$ cat src/rtl/calc_seq_ctrl_pkg.sv
// Shared constants and FSM encoding for the calc-stage sequencer and the calc stage itself.
package calc_seq_ctrl_pkg;

    localparam int unsigned CALC_CNT_LAST   = 67;
    localparam int unsigned CALC_CNT_W      = 7;
    localparam int unsigned CALC_DATA_W     = 8;
    localparam int unsigned CALC_FIFO_DEPTH = 4;
    localparam int unsigned CALC_FRAMES_W   = 16;

    typedef enum logic [1:0] {
        StIdle  = 2'd0,
        StRun   = 2'd1,
        StLatch = 2'd2,
        StCapt  = 2'd3
    } calc_state_e;

endpackage

$ cat src/rtl/calc_seq_ctrl_if.sv
// Operand, calc-stage and result handshake bundle; master = sequencer, slave = environment.
interface calc_seq_ctrl_if
    import calc_seq_ctrl_pkg::*;
#(
    parameter int unsigned CNT_W  = CALC_CNT_W,
    parameter int unsigned DATA_W = CALC_DATA_W
) ();

    logic              src_vld;
    logic              src_rdy;
    logic [CNT_W-1:0]  cnt;
    logic              in_vld;
    logic [DATA_W-1:0] ans_reg;
    logic              res_vld;
    logic              res_rdy;
    logic [DATA_W-1:0] res_data;

    modport master (
        input  src_vld,
        output src_rdy,
        output cnt,
        output in_vld,
        input  ans_reg,
        output res_vld,
        input  res_rdy,
        output res_data
    );

    modport slave (
        output src_vld,
        input  src_rdy,
        input  cnt,
        input  in_vld,
        output ans_reg,
        input  res_vld,
        output res_rdy,
        input  res_data
    );

endinterface

$ cat src/rtl/calc_res_fifo.sv
// Synchronous first-word fall-through result FIFO with count-based full/empty.
module calc_res_fifo
    import calc_seq_ctrl_pkg::*;
#(
    parameter int unsigned DATA_W = CALC_DATA_W,
    parameter int unsigned DEPTH  = CALC_FIFO_DEPTH
) (
    input  logic              clk,
    input  logic              rst_n,
    input  logic              push,
    input  logic [DATA_W-1:0] push_data,
    input  logic              pop,
    output logic [DATA_W-1:0] head,
    output logic              empty,
    output logic              full
);

    localparam int unsigned PtrW = $clog2(DEPTH);
    localparam int unsigned CntW = $clog2(DEPTH + 1);

    logic [DATA_W-1:0] mem_q [DEPTH];
    logic [PtrW-1:0]   rd_ptr_q, wr_ptr_q;
    logic [CntW-1:0]   count_q, count_d;
    logic [DATA_W-1:0] hold_q;
    logic              do_push, do_pop;

    assign empty   = (count_q == '0);
    assign full    = (count_q == CntW'(DEPTH));
    assign do_pop  = pop & ~empty;
    // A pop frees a slot in the same cycle, so push at full is legal alongside a pop.
    assign do_push = push & (~full | do_pop);

    // When empty, present the last popped head rather than a stale slot.
    assign head = empty ? hold_q : mem_q[rd_ptr_q];

    always_comb begin
        count_d = count_q;
        unique case ({do_push, do_pop})
            2'b10:   count_d = count_q + CntW'(1);
            2'b01:   count_d = count_q - CntW'(1);
            default: count_d = count_q;
        endcase
    end

    always_ff @(posedge clk or negedge rst_n) begin
        if (!rst_n) begin
            for (int i = 0; i < int'(DEPTH); i++) begin
                mem_q[i] <= '0;
            end
            rd_ptr_q <= '0;
            wr_ptr_q <= '0;
            count_q  <= '0;
            hold_q   <= '0;
        end else begin
            if (do_push) begin
                mem_q[wr_ptr_q] <= push_data;
                wr_ptr_q        <= wr_ptr_q + PtrW'(1);
            end
            if (do_pop) begin
                hold_q   <= mem_q[rd_ptr_q];
                rd_ptr_q <= rd_ptr_q + PtrW'(1);
            end
            count_q <= count_d;
        end
    end

endmodule

$ cat src/rtl/calc_seq_ctrl.sv
// Calc-stage initiator: sequences operand beats into cnt/in_vld, captures ans_reg at frame
// end into a result FIFO and counts completed frames.
module calc_seq_ctrl
    import calc_seq_ctrl_pkg::*;
#(
    parameter int unsigned CNT_LAST   = CALC_CNT_LAST,
    parameter int unsigned CNT_W      = CALC_CNT_W,
    parameter int unsigned DATA_W     = CALC_DATA_W,
    parameter int unsigned FIFO_DEPTH = CALC_FIFO_DEPTH
) (
    input  logic                     clk,
    input  logic                     rst_n,
    input  logic                     start,
    input  logic                     abort,
    calc_seq_ctrl_if.master          bus,
    output logic                     busy,
    output logic [CALC_FRAMES_W-1:0] frames
);

    localparam logic [CNT_W-1:0] CntLast  = CNT_W'(CNT_LAST);
    localparam logic [CNT_W-1:0] CntLatch = CNT_W'(CNT_LAST + 1);

    calc_state_e              state_q, state_d;
    logic [CNT_W-1:0]         cnt_q, cnt_d;
    logic [CALC_FRAMES_W-1:0] frames_q, frames_d;

    logic              src_rdy;
    logic              accept;
    logic              push;
    logic              fifo_empty, fifo_full;
    logic [DATA_W-1:0] fifo_head;

    assign accept = bus.src_vld & src_rdy;

    always_ff @(posedge clk or negedge rst_n) begin
        if (!rst_n) begin
            state_q  <= StIdle;
            cnt_q    <= '0;
            frames_q <= '0;
        end else begin
            state_q  <= state_d;
            cnt_q    <= cnt_d;
            frames_q <= frames_d;
        end
    end

    always_comb begin
        state_d  = state_q;
        cnt_d    = cnt_q;
        frames_d = frames_q;
        if (push) begin
            frames_d = frames_q + CALC_FRAMES_W'(1);
        end
        if (abort && state_q != StIdle) begin
            state_d = StIdle;
            cnt_d   = '0;
        end else begin
            unique case (state_q)
                StIdle: begin
                    cnt_d = '0;
                    // Start is dropped, not queued, when it cannot be honoured.
                    if (start && !abort && !fifo_full) begin
                        state_d = StRun;
                    end
                end
                StRun: begin
                    if (accept) begin
                        if (cnt_q == CntLast) begin
                            cnt_d   = CntLatch;
                            state_d = StLatch;
                        end else begin
                            cnt_d = cnt_q + CNT_W'(1);
                        end
                    end
                end
                StLatch: begin
                    cnt_d   = '0;
                    state_d = StCapt;
                end
                StCapt: begin
                    cnt_d   = '0;
                    state_d = StIdle;
                end
                default: begin
                    cnt_d   = '0;
                    state_d = StIdle;
                end
            endcase
        end
    end

    always_comb begin
        src_rdy = 1'b0;
        push    = 1'b0;
        busy    = (state_q != StIdle);
        unique case (state_q)
            StRun:   src_rdy = ~abort;
            StCapt:  push    = ~abort;
            default: ;
        endcase
    end

    calc_res_fifo #(
        .DATA_W (DATA_W),
        .DEPTH  (FIFO_DEPTH)
    ) u_res_fifo (
        .clk       (clk),
        .rst_n     (rst_n),
        .push      (push),
        .push_data (bus.ans_reg),
        .pop       (bus.res_rdy),
        .head      (fifo_head),
        .empty     (fifo_empty),
        .full      (fifo_full)
    );

    assign bus.src_rdy  = src_rdy;
    assign bus.in_vld   = accept;
    assign bus.cnt      = cnt_q;
    assign bus.res_vld  = ~fifo_empty;
    assign bus.res_data = fifo_head;
    assign frames       = frames_q;

endmodule

$ cat src/flat_wrapper.sv
// flat-port wrapper written by rule: the top's interface ports become plain ports
module calc_seq_ctrl_flat import calc_seq_ctrl_pkg::*;
#(
    parameter int unsigned CNT_LAST   = CALC_CNT_LAST,
    parameter int unsigned CNT_W      = CALC_CNT_W,
    parameter int unsigned DATA_W     = CALC_DATA_W,
    parameter int unsigned FIFO_DEPTH = CALC_FIFO_DEPTH
)
  (clk, rst_n, start, abort, busy, frames, bus_src_vld, bus_src_rdy, bus_cnt, bus_in_vld, bus_ans_reg, bus_res_vld, bus_res_rdy, bus_res_data);
  calc_seq_ctrl_if #(.CNT_W(CNT_W), .DATA_W(DATA_W)) bus_i ();
  input  logic clk;
  input  logic rst_n;
  input  logic start;
  input  logic abort;
  output logic busy;
  output logic [CALC_FRAMES_W-1:0] frames;
  input wire logic [$bits(bus_i.src_vld)-1:0] bus_src_vld;
  output wire logic [$bits(bus_i.src_rdy)-1:0] bus_src_rdy;
  output wire logic [$bits(bus_i.cnt)-1:0] bus_cnt;
  output wire logic [$bits(bus_i.in_vld)-1:0] bus_in_vld;
  input wire logic [$bits(bus_i.ans_reg)-1:0] bus_ans_reg;
  output wire logic [$bits(bus_i.res_vld)-1:0] bus_res_vld;
  input wire logic [$bits(bus_i.res_rdy)-1:0] bus_res_rdy;
  output wire logic [$bits(bus_i.res_data)-1:0] bus_res_data;
  assign bus_i.src_vld = bus_src_vld;
  assign bus_src_rdy = bus_i.src_rdy;
  assign bus_cnt = bus_i.cnt;
  assign bus_in_vld = bus_i.in_vld;
  assign bus_i.ans_reg = bus_ans_reg;
  assign bus_res_vld = bus_i.res_vld;
  assign bus_i.res_rdy = bus_res_rdy;
  assign bus_res_data = bus_i.res_data;
  calc_seq_ctrl #(.CNT_LAST(CNT_LAST), .CNT_W(CNT_W), .DATA_W(DATA_W), .FIFO_DEPTH(FIFO_DEPTH)) u_core (.clk(clk), .rst_n(rst_n), .start(start), .abort(abort), .bus(bus_i), .busy(busy), .frames(frames));
endmodule
$ cat config.mk
export PLATFORM = sky130hd
export DESIGN_NAME = calc_seq_ctrl_flat
export DESIGN_NICKNAME = d
export VERILOG_FILES = /design/src/rtl/calc_seq_ctrl_pkg.sv /design/src/rtl/calc_seq_ctrl_if.sv /design/src/rtl/calc_res_fifo.sv /design/src/rtl/calc_seq_ctrl.sv /design/src/flat_wrapper.sv
export SDC_FILE = /design/constraint.sdc
export NUM_CORES = 1
export LEC_CHECK = 0
export CAP_MARGIN = 15
export CORE_AREA = 5 5 84 86
export CTS_CLUSTER_DIAMETER = 120
export DETAILED_ROUTE_END_ITERATION = 8
export DIE_AREA = 0 0 89 91
export PLACE_DENSITY = 0.85
export SLEW_MARGIN = 5
export SYNTH_ARGS = -nofsm -noshare
export SYNTH_HDL_FRONTEND = slang
export SYNTH_HIERARCHICAL = 1
export SYNTH_SLANG_ARGS = --single-unit
$ cat constraint.sdc
create_clock -name clk -period 6.8 [get_ports clk]
set_input_delay 1.7 -clock clk [delete_from_list [all_inputs] [get_ports clk]]
set_output_delay 1.7 -clock clk [all_outputs]
set_load 0.03 [all_outputs]
==> metrics <==
RSZ-0062 raised after global routing=false; fin. max-slew vios=0; cell area power density=393 nW/um2; Post-synth EDFFs=0; Max-slew headroom=40.6%; register area share after synthesis=50.6%; Setup WS pre-CTS=1850 ps; flops & latches, synth=72; Post-DP HPWL=4720 um; vias post-DR=2,305; Final Wtd Congestion=0.773; main flop type after synthesis=dfrtp_1; worst min path class=register to register; Post-Syn Instances=277; Synth area leaders=dfrtp_1 51%, mux2_2 15%, mux4_2 5.1%; Final Cell Area=4280 um2; Yosys cell types=48; area of the core=6200 um2; IO Port Bufs=48; CTS tree=built; skew final=10.7 ps; n_diodes=0; clock slew at reported path FFs=70 ps; Yosys warning count=6; setup violators final=0; Crit. End Element=output pin; Core Rows=29; vias per cell=5.59; nets@finish=355; GR Util All Layers=18.0%; vias in the first global route=2,341; Avg Cell Area, Syn=12.9 um2; Max Freq=0.202 GHz; CP Max Fanout=7; htree depth=3; Die ar.=8100 um2; DIE HEIGHT=91 um; Placed Instances=396; internal power=1.06 mW; Hold Buf Count CTS=0; final cell utilization of the core=69.0%; leakage=1.92 nW; Switch Pwr=622 uW; Comb pwr share=42.9%; # DRC=0; Post-Layout Cell Count=412; Final Hold Fails=0; fin crit share=72.6%; worst vdd ir=254 uV; ys async rst share=100%; CP Class=input pin to output pin; I/O pin total=49; gr ovfl total=0; Switching Share=36.9%; synthesized area=3560 um2; Tmin final=4940 ps; setup TNS=0 ps; chip width=89 um; share of the synthesized area in the top cell type=50.6%; Critical Path RT=5100 ps; Sink Count=72; part of the power in registers=39.7%; share of cells above drive strength 1=26.0%; Pre-antenna DRT Iters=4; Max-Cap Viols=0; largest net degree at the start of global routing=73; post-route setup slack=1860 ps; synth cell count leaders=72 x dfrtp_1, 48 x mux2_2, 20 x nand2_1, 18 x xnor2_1, 12 x inv_1; post-route ant nets=0; count leader, synth=dfrtp_1; initial core utilization=57.4%; Avg WL per Cell=16.6 um; Longest Clk Path Bufs=2; initial antenna violation count=0; 1st-iter DRT viols=124; Slew @ Worst Pin=892 ps; CP Launch Type=input pin; post-CTS sizing=0; area post-placement=4110 um2; Clk pwr share=17.4%; Syn Nets=302; CTS Buf Count=9; arrival time worst endpoint=3240 ps; root buffer cell=clkbuf_8; global-route wire length before repair=11,400 um; status=complete, no violations; synth-to-layout area growth=20.2%; postcts setup bufs=0; DRT Wirelength=6850 um; clock latency on the worst-skew pair=340 ps; area leader, netlist=dfrtp_1
==> state kept, by name, indices dropped and copies added (netlist names) <==
signal	cells
u_core/state_q	2
u_core/frames	16
u_core/u_res_fifo/mem_q	32
u_core/u_res_fifo/hold_q	8
u_core/bus.cnt	7
u_core/u_res_fifo/count_q	3
u_core/u_res_fifo/rd_ptr_q	2
u_core/u_res_fifo/wr_ptr_q	2
==> power groups by stage <==
| stage | registers, mW | clock network (mW) | logic, mW |
|---|---|---|---|
| 2_1_floorplan | 0.632 | 0 | 0.538 |
| 3_3_place_gp | 0.667 | 0 | 0.699 |
| 3_5_place_dp | 0.676 | 0 | 0.723 |
| 4_1_cts | 0.669 | 0.303 | 0.727 |
| 5_1_grt | 0.687 | 0.322 | 0.776 |
| 6_report | 0.668 | 0.294 | 0.723 |
==> cells by family after synthesis <==
| kind of cell | count (synthesis) | synth area share (%) |
|---|---|---|
| and+or+nand+nor | 73 | 12.3 |
| DFF | 72 | 50.6 |
| muxes | 60 | 21.4 |
| xor gates and xnor gates | 23 | 5.65 |
| buffers and inverters | 20 | 2.35 |
| AOI/OAI and AO/OA | 18 | 3.62 |
| adders and majority gates | 11 | 4.07 |
==> cell usage in the layout (no fill, tap or decap), types with 2 or more instances in the layout <==
master | synthesis | final
dfrtp_1 | 72 | 72
mux2_2 | 48 | 48
clkdlybuf4s50_1 | 0 | 47
nand2_1 | 20 | 20
xnor2_1 | 18 | 18
inv_1 | 12 | 12
nand3_1 | 11 | 11
ha_1 | 10 | 10
clkbuf_8 | 0 | 9
nor2_1 | 8 | 8
mux4_2 | 8 | 8
xor2_1 | 5 | 5
a21oi_1 | 4 | 4
and3_1 | 4 | 4
o21ai_0 | 4 | 4
nor2_2 | 4 | 4
clkinv_2 | 0 | 3
nor2b_1 | 3 | 3
nand2b_1 | 3 | 3
clkinvlp_4 | 0 | 2
mux2i_1 | 2 | 2
nand4_1 | 2 | 2
buf_4 | 0 | 2
nor3_1 | 2 | 2
mux2_1 | 2 | 2
nand3b_1 | 2 | 2
==> stage by stage <==
| step | power, mW | hold slack, ps |
|---|---|---|
| finish | 1.68 | 471 |
| global route | 1.78 | 498 |
| CTS | 1.70 | 480 |
| detailed placement | 1.40 | 470 |
| global placement | 1.37 | 465 |
| floorplan | 1.17 | 453 |
==> worst max-delay path, cell delays in order <==
cell,delay [ps]
clkdlybuf4s50_1,490
nand3b_4,230
inv_1,130
clkdlybuf4s50_1,680
==> worst paths after layout <==
check / from / end / slack, ps / depth (start not counted)
setup / recovery: abort / bus_in_vld / 1860 / 4
hold / removal: u_core/frames[15] / u_core/frames[15] / 470 / 1
setup reg to reg: u_core/u_res_fifo/count_q[0] / u_core/u_res_fifo/count_q[2] / 3710 / 8
hold reg to reg: u_core/frames[15] / u_core/frames[15] / 470 / 1
max in group asynchronous: rst_n / u_core/frames[13] / 4650 / 2
min in group asynchronous: rst_n / u_core/frames[6] / 1550 / 2
==> final cells by class <==
cell class | count | area, um2
Fill cell | 444 | 1920
Sequential cell | 72 | 1800
Multi-Input combinational cell | 185 | 1680
Timing Repair Buffer | 50 | 490
Clock buffer | 9 | 124
Tap cell | 77 | 96.3
Clock inverter | 7 | 47.5
Inverter | 12 | 45.0
==> per-layer routing <==
layer  share of wire [%]  vias up  global-route usage (%)  routed length (um)
met5                   0        -                       0                   0
met4                 1.1        0                    7.32                  72
met3                 4.6        7                    3.62                 313
met2                  51       58                    29.0                3480
met1                  44     1159                    23.6                2980
li1                    -     1081                       -                   -
(Power assumes the default switching activity.)
